==> config.mk <==
export PLATFORM = sky130hd
export DESIGN_NAME = otter_mem_arbiter
export DESIGN_NICKNAME = d
export VERILOG_FILES = /design/src/rtl/otter_mem_arbiter.sv
export SDC_FILE = /design/constraint.sdc
export NUM_CORES = 1
export LEC_CHECK = 0
export CAP_MARGIN = 20
export CORE_ASPECT_RATIO = 0.7
export CORE_UTILIZATION = 45
export DETAILED_ROUTE_END_ITERATION = 8
export GPL_TIMING_DRIVEN = 0
export PLACE_DENSITY = 0.83
export SYNTH_ARGS = -nofsm -noshare
export SYNTH_HDL_FRONTEND = slang
export SYNTH_SLANG_ARGS = --single-unit
==> constraint.sdc <==
create_clock -name CLK -period 1.6 [get_ports CLK]
set_input_delay 0.32 -clock CLK [delete_from_list [all_inputs] [get_ports CLK]]
set_output_delay 0.32 -clock CLK [all_outputs]
set_load 0.01 [all_outputs]
==> src/rtl/otter_mem_arbiter.sv <==
// otter_mem_arbiter: shares one single-ported OTTER memory between the
// instruction-fetch port (if_*) and the load/store port (dm_*).
//
// Ports:
//   CLK, RST_N             clock, asynchronous active-low reset
//   if_req/if_addr         fetch request (word read), held until if_done
//   if_done/rdata/err      one-cycle completion pulse, data, timeout flag
//   if_stall               combinational: if_req && !if_done
//   dm_req/we/addr/wdata/size/sign   load/store request, held until dm_done
//   dm_done/rdata/err/stall          same rules as the fetch port
//   mem_req/we/addr/wdata/size/sign  registered memory command
//   mem_ack/mem_rdata      memory completion and read data
//
// Data accesses win collisions unless fetch has been passed over STARVE_MAX
// times in a row. A GRANT lasting TIMEOUT cycles without mem_ack is aborted
// and reported with err set.

package otter_mem_arbiter_pkg;
    localparam int unsigned XLEN = 32;

    typedef enum logic [1:0] {
        ST_IDLE  = 2'd0,
        ST_GRANT = 2'd1,
        ST_RESP  = 2'd2
    } state_e;

    typedef struct packed {
        logic            we;
        logic [XLEN-1:0] addr;
        logic [XLEN-1:0] wdata;
        logic [1:0]      size;
        logic            sign;
    } mem_cmd_t;
endpackage

module otter_mem_arbiter
    import otter_mem_arbiter_pkg::*;
#(
    parameter int unsigned STARVE_MAX = 4,
    parameter int unsigned TIMEOUT    = 255
) (
    input  logic            CLK,
    input  logic            RST_N,

    input  logic            if_req,
    input  logic [XLEN-1:0] if_addr,
    output logic            if_done,
    output logic [XLEN-1:0] if_rdata,
    output logic            if_err,
    output logic            if_stall,

    input  logic            dm_req,
    input  logic            dm_we,
    input  logic [XLEN-1:0] dm_addr,
    input  logic [XLEN-1:0] dm_wdata,
    input  logic [1:0]      dm_size,
    input  logic            dm_sign,
    output logic            dm_done,
    output logic [XLEN-1:0] dm_rdata,
    output logic            dm_err,
    output logic            dm_stall,

    output logic            mem_req,
    output logic            mem_we,
    output logic [XLEN-1:0] mem_addr,
    output logic [XLEN-1:0] mem_wdata,
    output logic [1:0]      mem_size,
    output logic            mem_sign,
    input  logic            mem_ack,
    input  logic [XLEN-1:0] mem_rdata
);

    localparam int unsigned      CNT_W      = 4;
    localparam int unsigned      TMR_W      = 8;
    localparam logic [CNT_W-1:0] STARVE_LIM = CNT_W'(STARVE_MAX);
    localparam logic [TMR_W-1:0] TMR_LAST   = TMR_W'(TIMEOUT - 1);

    state_e            state_q, state_d;
    logic              owner_dm_q, owner_dm_d;
    logic [CNT_W-1:0]  starve_q, starve_d;
    logic [TMR_W-1:0]  timer_q, timer_d;
    mem_cmd_t          cmd_q, cmd_d;
    logic              mem_req_q, mem_req_d;
    logic              if_done_q, if_done_d;
    logic [XLEN-1:0]   if_rdata_q, if_rdata_d;
    logic              if_err_q, if_err_d;
    logic              dm_done_q, dm_done_d;
    logic [XLEN-1:0]   dm_rdata_q, dm_rdata_d;
    logic              dm_err_q, dm_err_d;

    logic              grant_dm_c;
    logic              finish_c;
    logic [XLEN-1:0]   rsp_data_c;

    // State and output registers
    always_ff @(posedge CLK or negedge RST_N) begin
        if (!RST_N) begin
            state_q    <= ST_IDLE;
            owner_dm_q <= 1'b0;
            starve_q   <= '0;
            timer_q    <= '0;
            cmd_q      <= '0;
            mem_req_q  <= 1'b0;
            if_done_q  <= 1'b0;
            if_rdata_q <= '0;
            if_err_q   <= 1'b0;
            dm_done_q  <= 1'b0;
            dm_rdata_q <= '0;
            dm_err_q   <= 1'b0;
        end else begin
            state_q    <= state_d;
            owner_dm_q <= owner_dm_d;
            starve_q   <= starve_d;
            timer_q    <= timer_d;
            cmd_q      <= cmd_d;
            mem_req_q  <= mem_req_d;
            if_done_q  <= if_done_d;
            if_rdata_q <= if_rdata_d;
            if_err_q   <= if_err_d;
            dm_done_q  <= dm_done_d;
            dm_rdata_q <= dm_rdata_d;
            dm_err_q   <= dm_err_d;
        end
    end

    // Next-state, arbitration and response capture
    always_comb begin
        state_d    = state_q;
        owner_dm_d = owner_dm_q;
        starve_d   = starve_q;
        timer_d    = timer_q;
        cmd_d      = cmd_q;
        mem_req_d  = 1'b0;
        if_done_d  = 1'b0;
        if_rdata_d = if_rdata_q;
        if_err_d   = if_err_q;
        dm_done_d  = 1'b0;
        dm_rdata_d = dm_rdata_q;
        dm_err_d   = dm_err_q;
        grant_dm_c = 1'b0;
        finish_c   = 1'b0;
        rsp_data_c = '0;

        case (state_q)
            ST_IDLE: begin
                timer_d = '0;
                if (if_req || dm_req) begin
                    // Fetch only overrides a colliding data request once starved.
                    grant_dm_c = dm_req && (!if_req || (starve_q != STARVE_LIM));
                    owner_dm_d = grant_dm_c;
                    state_d    = ST_GRANT;
                    mem_req_d  = 1'b1;
                    if (grant_dm_c) begin
                        cmd_d.we    = dm_we;
                        cmd_d.addr  = dm_addr;
                        cmd_d.wdata = dm_wdata;
                        cmd_d.size  = dm_size;
                        cmd_d.sign  = dm_sign;
                        if (if_req) begin
                            starve_d = (starve_q == STARVE_LIM) ? starve_q
                                                                : starve_q + CNT_W'(1);
                        end else begin
                            starve_d = '0;
                        end
                    end else begin
                        cmd_d.we    = 1'b0;
                        cmd_d.addr  = if_addr;
                        cmd_d.wdata = '0;
                        cmd_d.size  = 2'd2;
                        cmd_d.sign  = 1'b0;
                        starve_d    = '0;
                    end
                end
            end

            ST_GRANT: begin
                timer_d  = timer_q + TMR_W'(1);
                // An ack arriving on the timeout cycle still completes normally.
                finish_c = mem_ack || (timer_q == TMR_LAST);
                if (mem_ack && !cmd_q.we) begin
                    rsp_data_c = mem_rdata;
                end
                if (finish_c) begin
                    state_d = ST_RESP;
                    if (owner_dm_q) begin
                        dm_done_d  = 1'b1;
                        dm_rdata_d = rsp_data_c;
                        dm_err_d   = !mem_ack;
                    end else begin
                        if_done_d  = 1'b1;
                        if_rdata_d = rsp_data_c;
                        if_err_d   = !mem_ack;
                    end
                end else begin
                    mem_req_d = 1'b1;
                end
            end

            ST_RESP: begin
                timer_d = '0;
                state_d = ST_IDLE;
            end

            default: begin
                state_d = ST_IDLE;
            end
        endcase
    end

    assign mem_req   = mem_req_q;
    assign mem_we    = cmd_q.we;
    assign mem_addr  = cmd_q.addr;
    assign mem_wdata = cmd_q.wdata;
    assign mem_size  = cmd_q.size;
    assign mem_sign  = cmd_q.sign;

    assign if_done   = if_done_q;
    assign if_rdata  = if_rdata_q;
    assign if_err    = if_err_q;
    assign dm_done   = dm_done_q;
    assign dm_rdata  = dm_rdata_q;
    assign dm_err    = dm_err_q;

    // Stalls are the only combinational outputs.
    assign if_stall  = if_req && !if_done_q;
    assign dm_stall  = dm_req && !dm_done_q;

endmodule

**Yosys cells after proc, flatten, opt, wreduce, memory -nomap -nowiden**

Index checks and enable logic that the tools add are counted.

- Muxes and demuxes: 18
- Reductions and logical operators: 20
- Add/sub/neg operators: 2
- Bitwise gates (word level): 1
- Equal/unequal tests: 8

Operators by type and width:

| kind | count |
|---|---|
| $mux W68 | 1 |
| $mux W32 | 1 |
| $pmux W8 S2 | 1 |
| $mux W4 | 3 |
| $reduce_and A3 Y1 | 3 |
| $add A8 B1 Y8 const B | 1 |
| $eq A8 B8 Y1 const B | 1 |
| $mux W1 | 8 |
| $logic_not A1 Y1 | 5 |
| $add A4 B1 Y4 const B | 1 |
| $eq A4 B3 Y1 const B | 1 |
| $logic_and A1 B1 Y1 | 4 |
| $mux W2 | 2 |
| $ne A2 B2 Y1 const B | 2 |
| $ne A4 B3 Y1 const B | 1 |
| $pmux W2 S2 | 1 |
| $reduce_and A2 Y1 | 2 |
| $logic_or A1 B1 Y1 | 3 |
| $ne A3 B3 Y1 const B | 1 |
| $eq A2 B1 Y1 const B | 1 |
| $eq A2 B2 Y1 const B | 1 |
| $logic_not A2 Y1 | 1 |
| $pmux W1 S2 | 1 |
| $reduce_bool A2 Y1 | 1 |
| other kinds (2) | 2 |

- Register bits after elaboration: 152
- Output and inout port bits: 139

**Logic depth before layout (Yosys ltp)**

Gate-level depths: netlist (run 1).

- Depth after elaboration: 5
- Gate-level depth with buffers: 7
- Mapped depth without buffers: 5

**Worst setup path before layout (run 1)**

OpenSTA, ideal clock, no wires.

- Path kind: register to register
- Start: register starve_q[0]
- End: register cmd_q, in the netlist mem_sign
- Library setup time: 0.123 ns
- Buffers on the path: 1
- Period minus slack after synthesis: 1.452 ns
- Arrival: 1.329 ns
- Stages on the path, launching flop included: 7
- Setup slack: 0.148 ns
- Cells stage by stage: dfrtp_1 -> inv_1 -> ha_1 -> nand4b_1 -> nand2_1 -> buf_2 -> o2bb2ai_1

- Longest elaborated chain between the ends: 4

Ends and longest elaborated chain:

| element | line | RTL |
|---|---|---|
| from (decl) | 80 | `logic [CNT_W-1:0] starve_q, starve_d;` |
| from (signal assigned) | 113 | `starve_q <= starve_d;` |
| $ne A4 B3 Y1 | 149 | `grant_dm_c = dm_req && (!if_req \|\| (starve_q != STARVE_LIM));` |
| $logic_or A1 B1 Y1 | 149 |  |
| $logic_and A1 B1 Y1 | 149 |  |
| $mux W68 | 153 | `if (grant_dm_c) begin` |
| to (signal assigned) | 115 | `cmd_q <= cmd_d;` |
| to (decl) | 82 | `mem_cmd_t cmd_q, cmd_d;` |

No other way between the ends.
A chain may end at the register's enable or synchronous reset.

**Final worst setup path (run 1)**

- Start: register state_q[1]
- End: register if_rdata_q[20] (netlist: if_rdata[20])

- Longest elaborated chain between the ends: 2

Ends and longest elaborated chain:

| element | line | RTL |
|---|---|---|
| from (decl) | 78 | `state_e state_q, state_d;` |
| from (signal assigned) | 111 | `state_q <= state_d;` |
| $eq A2 B1 Y1 | 144 | `case (state_q)` |
| $reduce_and A3 Y1 (no source line) | n/a |  |
| to (signal assigned) | 118 | `if_rdata_q <= if_rdata_d;` |
| to (decl) | 85 | `logic [XLEN-1:0] if_rdata_q, if_rdata_d;` |

No other way between the ends.

==> metrics, run 1 <==
first-pass GRT wire length 37.39 mm; layout net count 1174; largest net degree at the start of global routing 93; antenna violations before repair 0; Setup TNS 0 ns; top cell type's share of synthesized area 0.4965; final worst path period share 0.9633; Worst Slack Setup Final 0.05867 ns; diode count 0; crit path max fanout 5; flop and latch count out of synthesis 152; chip height 111.2 um; critical path start-end classification reg -> reg; Syn Std Cell Area 0.007661 mm^2; CTS clk-pin slew, worst paths 0.07 ns; Critical R2R Launch state_q[1]; PortBufs 273; total power 19.81 mW; Buf/Inv on CP 3; GRT Total Usage 0.2732; Max-Cap Viols 0; CP most frequent cell buf_6; Yosys top cell by area dfrtp_1; Slew Limit Fails 0; Switching Share 0.3792; outcome finished, violations left; Max VDD drop 1.003 mV; Worst Max-Slew Pin Slew 0.8744 ns; Post-Route WL 23.84 mm; RSZ-0062 raised after global routing true; fmax 0.6488 GHz; Worst Setup End Kind flip-flop; # setup viols final 0; post-synthesis sequential area ratio 0.4965; syn_nets 868; DRT Pass-1 Iters 5; Clk pwr share 0.202; Synth Flop Type dfrtp_1; CTS Sinks 152; Startpoint Class flip-flop; CTS Buf Count 17; unique cell type count in the Yosys netlist 48; post-DP HPWL 16.81 mm; ANT nets after route 0; vias per cell 5.589; Lkg Pwr 4.804 nW; reg2reg end if_rdata[20]; total grt overflow 0; Synth Instances 727; routed via count 7103; WP data arrival 1.84 ns; worst skew pair latency 0.43 ns; final hold violation count 10; CTS HTree Levels 4; vias in the first global route 7117; Gate power share 0.464; Seq pwr share 0.334; critical path required time 1.90 ns; YS warnings 0; worst-case clock buffer depth 2; violations in the final reports hold timing; IO Count 276; internal reg-to-reg setup slack 0.06 ns; Final Wtd Congestion 0.8338; Hold Path Class in -> async; Net Switching 7.514 mW; top cells by area, synth dfrtp_1 (50%), mux2i_1 (8.4%), nand2b_1 (5.5%); drt initial violations 590; Root Driver clkbuf_16; cell area power density 1738 mW/mm^2; Cell Rows 39; worst slack, placed -0.6131 ns; Total Die Area 0.01756 mm^2; asr flop ratio synth 1.000; area growth from synthesis to layout 48.82%; crit-path cells buf_6 -> nor3b_4 -> buf_6 -> clkbuf_16 -> mux2i_1 -> o21ai_0; number of flops mapped to enable cells by yosys 0; proportion of layout cells with a drive suffix above 1 0.1147; Layout Skew 0.01017 ns; Min Clock Period, post-route 1.541 ns; Max stage delay on crit path 0.39 ns; Syn Area/Cell 10.54 um^2; relative slew slack 0.4171; core region area 0.01649 mm^2; CTS tree built; DR WL/cell 18.76 um; DRC violations left 0; cell family with most CP delay buffers and inverters; Max stage delay cell, worst path dfrtp_1; hold slack final -0.01157 ns; cell internal pwr 12.30 mW; FILL cells 1323; worst-case reg-to-reg path depth 6; Initial Util 0.4645; Die X 158.0 um
final cells by class:
| class | instances | area, um^2 | share of cell area |
|---|---|---|---|
| Buffer | 73 | 531.8 | 0.04664 |
| Clock buffer | 18 | 439.2 | 0.03852 |
| Clock inverter | 14 | 138.9 | 0.01218 |
| Inverter | 7 | 26.28 | 0.002305 |
| Multi-Input combinational cell | 495 | 3448 | 0.3025 |
| Sequential cell | 152 | 3806 | 0.3338 |
| Tap cell | 225 | 281.5 | 0.02469 |
| Timing Repair Buffer | 287 | 2729 | 0.2394 |
stage by stage:
step / instances / area (um^2) / util
global route: 1271 / 11400 / 0.6912
CTS: 1263 / 11180 / 0.6780
global placement: 1225 / 10680 / 0.6472
finish: 1271 / 11400 / 0.6912
detailed placement: 1226 / 10700 / 0.6490
floorplan: 727 / 7661 / -
cells in the mapped netlist (24+ instances only):
master and count:
o2bb2ai_1 36, nand4_1 32, o21ai_1 33, mux2i_1 64
o21ai_0 70, nand3_1 69, and3b_1 33, o211ai_1 33
buf_2 24, nand2b_1 67, dfrtp_1 152, clkbuf_1 26
cell families after synthesis:
logic type / after synthesis / share of synthesized area
AOI/OAI and AO/OA: 188 / 0.1565
xor gates and xnor gates: 3 / 0.003430
adders and majority gates: 4 / 0.006533
buffers and inverters: 80 / 0.06010
DFF: 152 / 0.4965
muxes: 65 / 0.08509
and+or+nand+nor: 235 / 0.1919
layout by cell type (no fill, tap or decap), types with 4 or more instances in the layout:
| cell type | n |
|---|---|
| buf_6 | 13 |
| nand3_1 | 68 |
| nand2b_1 | 67 |
| and3b_1 | 33 |
| inv_1 | 7 |
| o21ai_0 | 59 |
| a21oi_1 | 4 |
| mux2i_1 | 61 |
| o21ai_1 | 44 |
| nor2_1 | 8 |
| buf_4 | 18 |
| buf_2 | 22 |
| o2bb2ai_1 | 36 |
| dlygate4sd2_1 | 140 |
| clkdlybuf4s50_1 | 132 |
| o211ai_1 | 33 |
| clkbuf_1 | 17 |
| buf_12 | 6 |
| dfrtp_1 | 150 |
| nand4_1 | 32 |
| clkbuf_16 | 19 |
| inv_6 | 6 |
| clkbuf_2 | 6 |
metal layers:
metal,global-route usage,share of wire,vias up
met4,0.08013,0.018,0
met5,0,0,-
met3,0.07310,0.082,35
li1,-,-,3285
met2,0.4176,0.45,298
met1,0.3788,0.45,3485
sequential cells by signal, summed over array words and instances (netlist names):
register,flops
if_done,1
starve_q,4
if_err,1
mem_we,1
state_q,2
mem_req,1
timer_q,8
dm_rdata,32
dm_done,1
if_rdata,32
mem_wdata,32
dm_err,1
mem_size,2
owner_dm_q,1
mem_addr,32
mem_sign,1
worst register-to-register path, stage by stage, from the launching register on:
cell,delay (ns)
dfrtp_1,0.39
buf_6,0.14
nor3b_4,0.22
buf_6,0.21
clkbuf_16,0.18
mux2i_1,0.19
o21ai_0,0.10
repair_timing:
action | CTS | global route
pin swaps | 1 | 2
endpoints found under the setup margin | 218 | 125
hold buffers | 0 | 0
gates cloned | 0 | 3
gates resized for setup | 158 | 57
buffers inserted | 5 | 5
power groups by stage:
stage / logic, mW / clock network [mW] / registers, mW
3_5_place_dp: 9.64 / 0 / 6.68
4_1_cts: 8.74 / 4.04 / 6.59
3_3_place_gp: 9.46 / 0 / 6.65
2_1_floorplan: 4.22 / 0 / 7.23
5_1_grt: 9.98 / 4.22 / 6.82
6_report: 9.20 / 4.00 / 6.62
how the worst max path moves through the flow:
| stage | slack [ns] | startpoint | to | cells after the start |
|---|---|---|---|---|
| floorplan | 0.15 | starve_q[0] | mem_sign | 6 |
| global placement | -6.11 | RST_N | mem_wdata[31] | 1 |
| detailed placement | -0.61 | if_req | mem_wdata[15] | 5 |
| CTS | 0.00002 | starve_q[1] | mem_addr[31] | 6 |
| global route | -0.02 | state_q[1] | if_rdata[12] | 6 |
| finish | 0.06 | state_q[1] | if_rdata[20] | 6 |
No activity file was read; power rests on OpenSTA's default activity.
==> run 2, diff against run 1 <==
ABC_CLOCK_PERIOD_IN_PS = 1600   (was default)
==> results of run 2 <==
No change in the layout: final DEF, timing and power equal those of run 1.
